===== src/rtl/ffo_scan_sequencer.sv =====
// Drains a request word through a single MSB-priority leading-one detector,
// emitting one bit index per output beat from highest to lowest.
module ffo_scan_sequencer #(
    parameter int WIDTH = 32
) (
    input  logic             clk,
    input  logic             reset,
    input  logic             flush,
    input  logic             in_valid,
    output logic             in_ready,
    input  logic [WIDTH-1:0] in_data,
    output logic             out_valid,
    input  logic             out_ready,
    output logic [4:0]       out_idx,
    output logic             out_last,
    output logic             out_empty,
    output logic [5:0]       out_seq,
    output logic             busy
);
    localparam int IDXW = $clog2(WIDTH);

    typedef enum logic [1:0] {IDLE, SCAN, ZERO} state_t;

    state_t           state_q;
    logic [WIDTH-1:0] mask_q;
    logic [5:0]       seq_q;
    logic             rst_q;
    logic [IDXW-1:0]  ffo_idx;
    logic [WIDTH-1:0] mask_clr;
    logic             mask_last;

    function automatic logic [IDXW-1:0] ffo(input logic [WIDTH-1:0] v);
        logic [IDXW-1:0] r;
        r = '0;
        // Ascending scan: the highest set bit is written last and wins.
        for (int i = 0; i < WIDTH; i++) begin
            if (v[i]) r = IDXW'(i);
        end
        return r;
    endfunction

    always_comb begin
        ffo_idx   = ffo(mask_q);
        mask_clr  = mask_q & ~(WIDTH'(1) << ffo_idx);
        mask_last = (mask_clr == '0);
    end

    // rst_q keeps in_ready low while reset is held, without a path from the reset pin.
    assign in_ready  = (state_q == IDLE) && !rst_q;
    assign out_valid = (state_q == SCAN) || (state_q == ZERO);
    assign out_idx   = (state_q == SCAN) ? ffo_idx : 5'd0;
    assign out_last  = ((state_q == SCAN) && mask_last) || (state_q == ZERO);
    assign out_empty = (state_q == ZERO);
    assign out_seq   = seq_q;
    assign busy      = (state_q != IDLE);

    always_ff @(posedge clk) begin
        if (reset) begin
            state_q <= IDLE;
            mask_q  <= '0;
            seq_q   <= '0;
            rst_q   <= 1'b1;
        end else begin
            rst_q <= 1'b0;
            if (flush) begin
                if (state_q != IDLE) begin
                    state_q <= IDLE;
                    mask_q  <= '0;
                    seq_q   <= '0;
                end
            end else begin
                case (state_q)
                    IDLE: begin
                        if (in_valid && in_ready) begin
                            seq_q <= '0;
                            if (in_data != '0) begin
                                mask_q  <= in_data;
                                state_q <= SCAN;
                            end else begin
                                state_q <= ZERO;
                            end
                        end
                    end
                    SCAN: begin
                        if (out_ready) begin
                            mask_q <= mask_clr;
                            seq_q  <= seq_q + 6'd1;
                            if (mask_last) state_q <= IDLE;
                        end
                    end
                    ZERO: begin
                        if (out_ready) state_q <= IDLE;
                    end
                    default: state_q <= IDLE;
                endcase
            end
        end
    end
endmodule


===== config.mk =====
export PLATFORM = sky130hd
export DESIGN_NAME = ffo_scan_sequencer
export DESIGN_NICKNAME = d
export VERILOG_FILES = /design/src/rtl/ffo_scan_sequencer.sv
export SDC_FILE = /design/constraint.sdc
export NUM_CORES = 1
export LEC_CHECK = 0
export CAP_MARGIN = 10
export CORE_UTILIZATION = 45
export DETAILED_ROUTE_END_ITERATION = 10
export PLACE_DENSITY = 0.73
export SLEW_MARGIN = 20
export SYNTH_ARGS = -nofsm -noshare
export SYNTH_HDL_FRONTEND = slang
export SYNTH_SLANG_ARGS = --single-unit
export TNS_END_PERCENT = 100

===== constraint.sdc =====
create_clock -name clk -period 2.59 [get_ports clk]
set_input_delay 0.259 -clock clk [delete_from_list [all_inputs] [get_ports clk]]
set_output_delay 0.259 -clock clk [all_outputs]
set_load 0.05 [all_outputs]

# After elaboration in Yosys (flattened, before gate mapping)
# Cells that the tools add are included.
[classes] muxes=52 add_sub_neg=1 mul=0 bitwise=2 n_eq_ne=8 div=0 magnitude_cmp=0 n_reduce_logical=14 n_shift=1
[ops] operator="$mux 32" n=5
[ops] operator="$mux 5" n=31
[ops] operator="$pmux 32 s2" n=1
[ops] operator="$and 32x32->32" n=1
[ops] operator="$logic_not 32->1" n=1
[ops] operator="$not 32->32" n=1
[ops] operator="$reduce_bool 32->1" n=1
[ops] operator="$shl 1x5->32 const A" n=1
[ops] operator="$mux 6" n=4
[ops] operator="$mux 2" n=7
[ops] operator="$pmux 6 s2" n=1
[ops] operator="$reduce_and 5->1" n=2
[ops] operator="$ne 3x3->1 const B" n=3
[ops] operator="$add 6x1->6 const B" n=1
[ops] operator="$ne 3x2->1 const B" n=2
[ops] operator="$pmux 2 s3" n=1
[ops] operator="$reduce_and 4->1" n=1
[ops] operator="$logic_and 1x1->1" n=3
[ops] operator="$reduce_bool 3->1" n=1
[ops] operator="$eq 2x1->1 const B" n=1
[ops] operator="$eq 2x2->1 const B" n=1
[ops] operator="$logic_not 2->1" n=1
[ops] operator="$logic_or 1x1->1" n=2
[ops] operator="$mux 1" n=2
[ops] operator="other kinds (3)" n=3
[word_totals] in_bits=37 output_inout_bits=16 mem_count=0 rom_bits=0 latch_bits=0 ramBits=0 ff_bits=41

# Logic depth before layout (Yosys ltp)
# Gate-level depths: netlist (run 1).
[depth] ltp_word=39 depth_mapped=13 ltp_nobuf=11

# Worst setup path before layout (run 1)
# Ideal clock, no wire load.
[synth_path] path_type="reg-to-output" from="register mask_q[29]" to="output port out_last" t_arrival_ps=3240 path_slack_ps=-909 t_required_ps=2331 path_stages_with_launch=12 path_cell_list="dfxtp_1 > buf_4 > or4_4 > nor4_4 > nand2_2 > nor4_2 > o2111ai_1 > a221oi_2 > o31ai_1 > nor4_2 > nand4_1 > o21bai_1"
[synth_between] elab_chain_cells=9
[synth_lines] item="start, declared" line="25" source="logic [WIDTH-1:0] mask_q;"
[synth_lines] item="start signal, assigned" line="77" source="mask_q <= in_data;"
[synth_lines] item="start signal, assigned" line="86" source="mask_q <= mask_clr;"
[synth_lines] item="$mux 5 (3 in a row)" line="37" source="if (v[i]) r = IDXW'(i);"
[synth_lines] item="$shl 1x5->32" line="44" source="mask_clr = mask_q & ~(WIDTH'(1) << ffo_idx);"
[synth_lines] item="$not 32->32" line="44"
[synth_lines] item="$and 32x32->32 *" line="44"
[synth_lines] item="$logic_not 32->1 *" line="45" source="mask_last = (mask_clr == '0);"
[synth_lines] item="$logic_and 1x1->1 *" line="52" source="assign out_last = ((state_q == SCAN) && mask_last) || (state_q == ZERO);"
[synth_lines] item="$logic_or 1x1->1 *" line="52"
[synth_lines] item="end, declared" line="15" source="output logic out_last,"
# Mark *: on every way between the ends. The rest lies on a longest branch, timed or not.

# Worst setup path after layout (run 1)
[layout_path] from="register mask_q[26]" to="output port out_last"
[layout_between] elab_chain_cells=12
[layout_lines] item="$mux 5 (6 in a row)" line="37"
[layout_lines] item="$shl 1x5->32" line="44"
[layout_lines] item="$not 32->32" line="44"
[layout_lines] item="$and 32x32->32 *" line="44"
[layout_lines] item="$logic_not 32->1 *" line="45"
[layout_lines] item="$logic_and 1x1->1 *" line="52"
[layout_lines] item="$logic_or 1x1->1 *" line="52"
# Marks and branches as above.

==> out/metrics.csv, run 1 <==
metric;value;unit
largest net degree at the start of global routing;27;
max_slew headroom;0.549;
DRC;0;
final instance area;4900;um2
top-count cell post-synth;nor2_1;
#FFs+latches synth;41;
detailed placement HPWL;9.79;mm
layout cells sized above 1;0.355;
Root Buffer;clkbuf_8;
core area;6310;um2
Crit path required time;2.33;ns
number of diodes;0;
Max FO, Critical Path;5;
Mean Syn Cell Area;7.22;um2
Synth top cells by count;nor2_1, a21oi_1, dfxtp_1, nand2_1, o21ai_0;
Std-Cell Rows;29;
Critical Path End Type;primary output;
Pleak;2.01;nW
sequential share of the synthesized area;0.279;
vias;4119;
io pins;53;
run status;complete, but fails checks;
post-route ant nets;0;
EDFF count, synth;0;
Area Overhead vs Synth;66.7;%
Synth Flop Type;dfxtp_1;
total power;6.81;mW
hold_ws;0.491;ns
Clock Latency Late Sink;0.31;ns
CTS sink cnt;41;
end-of-flow core utilization;0.776;
fin worst setup slack;-1.15;ns
slew at the pin with the worst max-slew slack;0.670;ns
Mapped Nets;448;
Hold Fails Final Rpt;0;
type of origin of the critical path;flip-flop;
top cells by area, synth;dfxtp_1, nor2_1, a21oi_1;
vias per cell;6.27;
total grt overflow;0;
Total GRT Usage;0.374;
hold_sp;mask_q[2];
ys async rst share;0;
CTS tree;done;
Initial DRC Count;478;
crit share post-route;1.44;
dpl cell area;4410;um2
failing checks;negative setup slack;
Worst-path clk slew;0.10;ns
Achievable Freq;0.267;GHz
final setup fails;12;
Initial Util;0.466;
DR pass1 iterations;7;
H-tree levels;2;
Final Wtd Congestion;1.01;
antenna violations before repair;0;
fillcell total;456;
WS Path Type;reg -> out;
I/O Buffers;52;
setup tns final;-3.67;ns
Yosys warning total;0;
average routed wire per standard cell;19.8;um
number of CTS-inserted buffers;5;
Clock Skews;0.00950;ns
Die Y;82.8;um
final wirelength;13.0;mm
max capacitance violation total;0;
Hold Path Class;reg -> reg;
unrepaired setup endpoints after global routing;yes;
Pins Over Slew Limit;0;
fin crit period;3.74;ns
crit path from;mask_q[26];
total die area;6860;um2
Worst EP arrival;3.48;ns
Cell Pwr Density;1390;nW/um2
reg2reg start;mask_q[26];
leading area contributor after synthesis;dfxtp_1;
first-pass GRT wire length;20.4;mm
layout net count;620;
Synth Cell Area;2940;um2
Post-Syn Instances;407;
Yosys top cell area share;0.279;
Max Buffers Root-to-Sink;2;
Die W;82.8;um
count of cell types in the netlist;60;
peak supply drop;1060;uV
vias in the first global route;3943;
[flip-flops by register name, indices dropped and copies added, names as in the netlist]
name / cells
mask_q: 32
state_q: 2
out_seq: 6
rst_q: 1
[per-layer routing]
| metal | vias up | part of all wire | track usage |
|---|---|---|---|
| met2 | 274 | 0.46 | 0.613 |
| met3 | 66 | 0.088 | 0.0507 |
| met5 | - | 0 | 0 |
| met4 | 0 | 0.051 | 0.179 |
| li1 | 1883 | - | - |
| met1 | 1896 | 0.41 | 0.484 |
[critical path: stages (launching register included)]
cell       delay (ns)
dfxtp_4          0.37
buf_4            0.11
buf_4            0.10
nor3b_4          0.04
nor4_2           0.45
o41ai_2          0.17
buf_4            0.17
o21ai_2          0.07
nor2_1           0.13
o41ai_1          0.43
a21oi_1          0.15
a2111oi_2        0.34
nand4_1          0.18
buf_4            0.18
o21bai_4         0.13
buf_12           0.15
[per-stage QoR]
stage,worst slack [ns],std cells
floorplan,-0.527,407
finish,-1.15,657
global placement,-0.838,633
detailed placement,-0.855,633
CTS,-1.05,649
global route,-1.26,657
[power breakdown]
group	switching (mW)	total, mW	internal (mW)
logic	2.91	5.45	2.54
registers	0.0950	0.808	0.713
clock network	0.266	0.555	0.289
total	3.27	6.81	3.54
[cells in the final DEF (no fill, tap or decap), types with 3 or more instances in the layout]
cell type	Yosys	final
o211ai_1	3	3
nor2_1	56	53
dfxtp_1	41	35
nand2_1	37	35
buf_12	0	6
o21ai_0	35	28
nor3_1	20	14
dfxtp_2	0	5
buf_4	1	125
nor2b_1	5	5
o21ai_1	0	6
clkbuf_8	0	5
a22oi_1	20	19
nand3_1	9	9
buf_6	2	6
inv_1	14	14
ha_1	4	4
a21oi_2	2	3
a21oi_1	41	39
or4_4	3	4
nor3_2	3	6
nor4_1	16	13
a21o_1	4	4
nand2b_1	6	5
nor3_4	0	3
o32ai_1	4	4
clkdlybuf4s50_1	0	46
nand4_1	5	5
nor4_2	4	6
a211oi_1	4	3
a31oi_1	4	4
[cell type report]
class / instances / area (um2) / share of cell area
Multi-Input combinational cell: 334 / 2220 / 0.453
Clock inverter: 3 / 46.3 / 0.00945
Sequential cell: 41 / 831 / 0.170
Timing Repair Buffer: 183 / 1590 / 0.324
Inverter: 14 / 52.6 / 0.0107
Tap cell: 77 / 96.3 / 0.0197
Clock buffer: 5 / 68.8 / 0.0140
[path summary, 6_finish.rpt]
kind / end / slack, ns / cells past startpoint
max: out_last / -1.15 / 15
min: mask_q[2] / 0.49 / 2
max reg2reg: state_q[0] / -0.89 / 16
min reg2reg: mask_q[2] / 0.49 / 2
[cell families after synthesis]
logic type               count (synthesis)  share of synthesized area
AO/OA/AOI/OAI                          145                      0.324
adder cells (fa/ha/maj)                  4                     0.0170
buffers and inverters                   32                     0.0477
flip-flops                              41                      0.279
multiplexers                             3                     0.0111
AND/OR/NAND/NOR                        182                      0.321
[repair_timing]
item,in CTS,in global routing
gates resized for setup,21,46
setup buffers,8,10
hold buffers,0,0
setup endpoints to repair,10,23
pin swaps,17,17
Power figures use the tool's default switching activity.
==> inputs of run 2 (changes only) <==
Settings changed: CORE_MARGIN set to 2.
==> run 2 against run 1 <==
Critical path depth shrank 1. Power up 13%. Sequential share of layout area fell by 0.92 points. The run still ends with negative setup slack left. Register-to-register slack better by 0.08 ns. Critical path type unchanged. Flip-flop and latch count is the same. Critical endpoint unchanged.
==> out/metrics.csv, run 2 (same netlist as run 1, synthesis figures left out) <==
metric;value;unit
run status;complete, but fails checks;
failing checks;negative setup slack;
GRT met1 Usage;0.482;
WS Path Type;reg -> out;
Initial Util;0.463;
max capacitance violation total;0;
Reg area;835;um2
final setup fails;8;
Worst EP arrival;3.40;ns
final wirelength;14.1;mm
Most Crowded Layer GR;met2;
DR pass1 iterations;6;
post-place setup slack;-0.723;ns
H-tree levels;2;
type of origin of the critical path;flip-flop;
Initial DRC Count;455;
Crit path required time;2.33;ns
CTS Hold Bufs;0;
Max Buffers Root-to-Sink;2;
CTS tree;done;
fillcell total;402;
commonest non-fill, non-tap cell in the layout;buf_4;
Clock Latency Late Sink;0.32;ns
slew at the pin with the worst max-slew slack;0.599;ns
peak supply drop;1310;uV
final instance area;5200;um2
WHS Endpoint;mask_q[2];
vias in the first global route;4152;
reg2reg end;state_q[0];
crit share post-route;1.41;
Hold Fails Final Rpt;0;
fin crit period;3.66;ns
M2 GR Usage;0.636;
Worst path most repeated cell;buf_4;
Placed Cells;636;
total grt overflow;0;
Area Overhead vs Synth;77.1;%
unrepaired setup endpoints after global routing;yes;
I/O Buffers;52;
Largest Register;mask_q;
largest net degree at the start of global routing;28;
reg2reg setup slack;-0.81;ns
total power;7.67;mW
dpl cell area;4440;um2
Cell Pwr Density;1470;nW/um2
Slowest-stage cell, CP;or4_1;
CTS sink cnt;41;
core area;6350;um2
Multi-input gate area;2390;um2
Die W;84.8;um
vias per cell;6.39;
Final Non-Filler Cells;665;
Hold Path Class;reg -> reg;
Achievable Freq;0.273;GHz
setup tns final;-2.97;ns
Root Buffer;clkbuf_8;
first-pass GRT wire length;21.5;mm
Max FO, Critical Path;4;
layout cells sized above 1;0.398;
Die Y;84.8;um
Total GRT Usage;0.384;
GR met3 Demand/Resource;0.0632;
io pins;53;
max_slew headroom;0.597;
max reg flops;32;
layout net count;628;
fin worst setup slack;-1.07;ns
buffers plus inverters on the worst setup path;5;
detailed placement HPWL;9.99;mm
reg2reg start;mask_q[9];
hold_ws;0.498;ns
crit-path cells;or4_1 > o211ai_1 > buf_4 > nand3_4 > nor3_4 > buf_6 > nand2_4 > o21a_4 > a2111oi_4 > buf_4 > nand4_1 > buf_4 > o21bai_4 > buf_12;
end-of-flow core utilization;0.820;
Pleak;2.11;nW
Largest stage delay, worst path;0.52;ns
delay-heaviest family, CP;compound AO/OA/AOI/OAI gates;
Clock Skews;0.0114;ns
Std-Cell Rows;29;
hold_sp;mask_q[2];
most frequent cells in the layout;buf_4, nor2_1, clkdlybuf4s50_1;
vias;4249;
Critical Path End Type;primary output;
DRC;0;
Pins Over Slew Limit;0;
WHS Path Cells;2;
Final Wtd Congestion;1.00;
worst reg2reg path depth;15;
average routed wire per standard cell;21.1;um
total die area;7190;um2
post-route ant nets;0;
number of diodes;0;
antenna violations before repair;0;
Worst-path clk slew;0.08;ns
number of CTS-inserted buffers;5;
run 2: cell type report:
class,count,area share
Clock inverter,2,0.00745
Timing Repair Buffer,191,0.330
Clock buffer,6,0.0139
Inverter,14,0.0101
Sequential cell,41,0.160
Multi-Input combinational cell,334,0.460
Tap cell,77,0.0185
run 2: worst min-delay path, cell delays in order, from the launching register on:
cell	delay (ns)
dfxtp_1	0.34
nand2_1	0.06
a21oi_1	0.06
run 2: how the worst max path moves through the flow:
stage	start	to	slack (ns)	cells after the start
3_3_place_gp	mask_q[8]	out_last	-0.78	12
2_1_floorplan	mask_q[28]	out_last	-0.53	11
6_report	mask_q[9]	out_last	-1.07	14
4_1_cts	mask_q[18]	out_last	-0.96	12
3_5_place_dp	mask_q[8]	out_last	-0.72	14
5_1_grt	mask_q[9]	out_last	-1.17	14
run 2: power breakdown:
group,internal (mW),switching (mW),total (mW)
combinational,2.95,3.34,6.30
clock,0.290,0.260,0.550
sequential,0.715,0.107,0.822
total,3.96,3.71,7.67
run 2: metal layers:
metal / routed length [um] / vias to the layer above
met3: 1110 / 97
met1: 5570 / 1982
met4: 929 / 0
met5: 0 / -
li1: - / 1901
met2: 6450 / 269
run 2: what timing repair did:
item | CTS | global route
hold endpoints to repair | 0 | 0
buffers inserted | 14 | 9
gates resized for setup | 57 | 59
pin swaps | 21 | 22
setup endpoints to repair | 13 | 35
cloned | 0 | 0
==> inputs of run 3 (changes only) <==
Settings changed: CTS_CLUSTER_SIZE set to 40.
==> results of run 3 <==
Same layout as run 2: the final DEF is identical, and so are final timing and power.
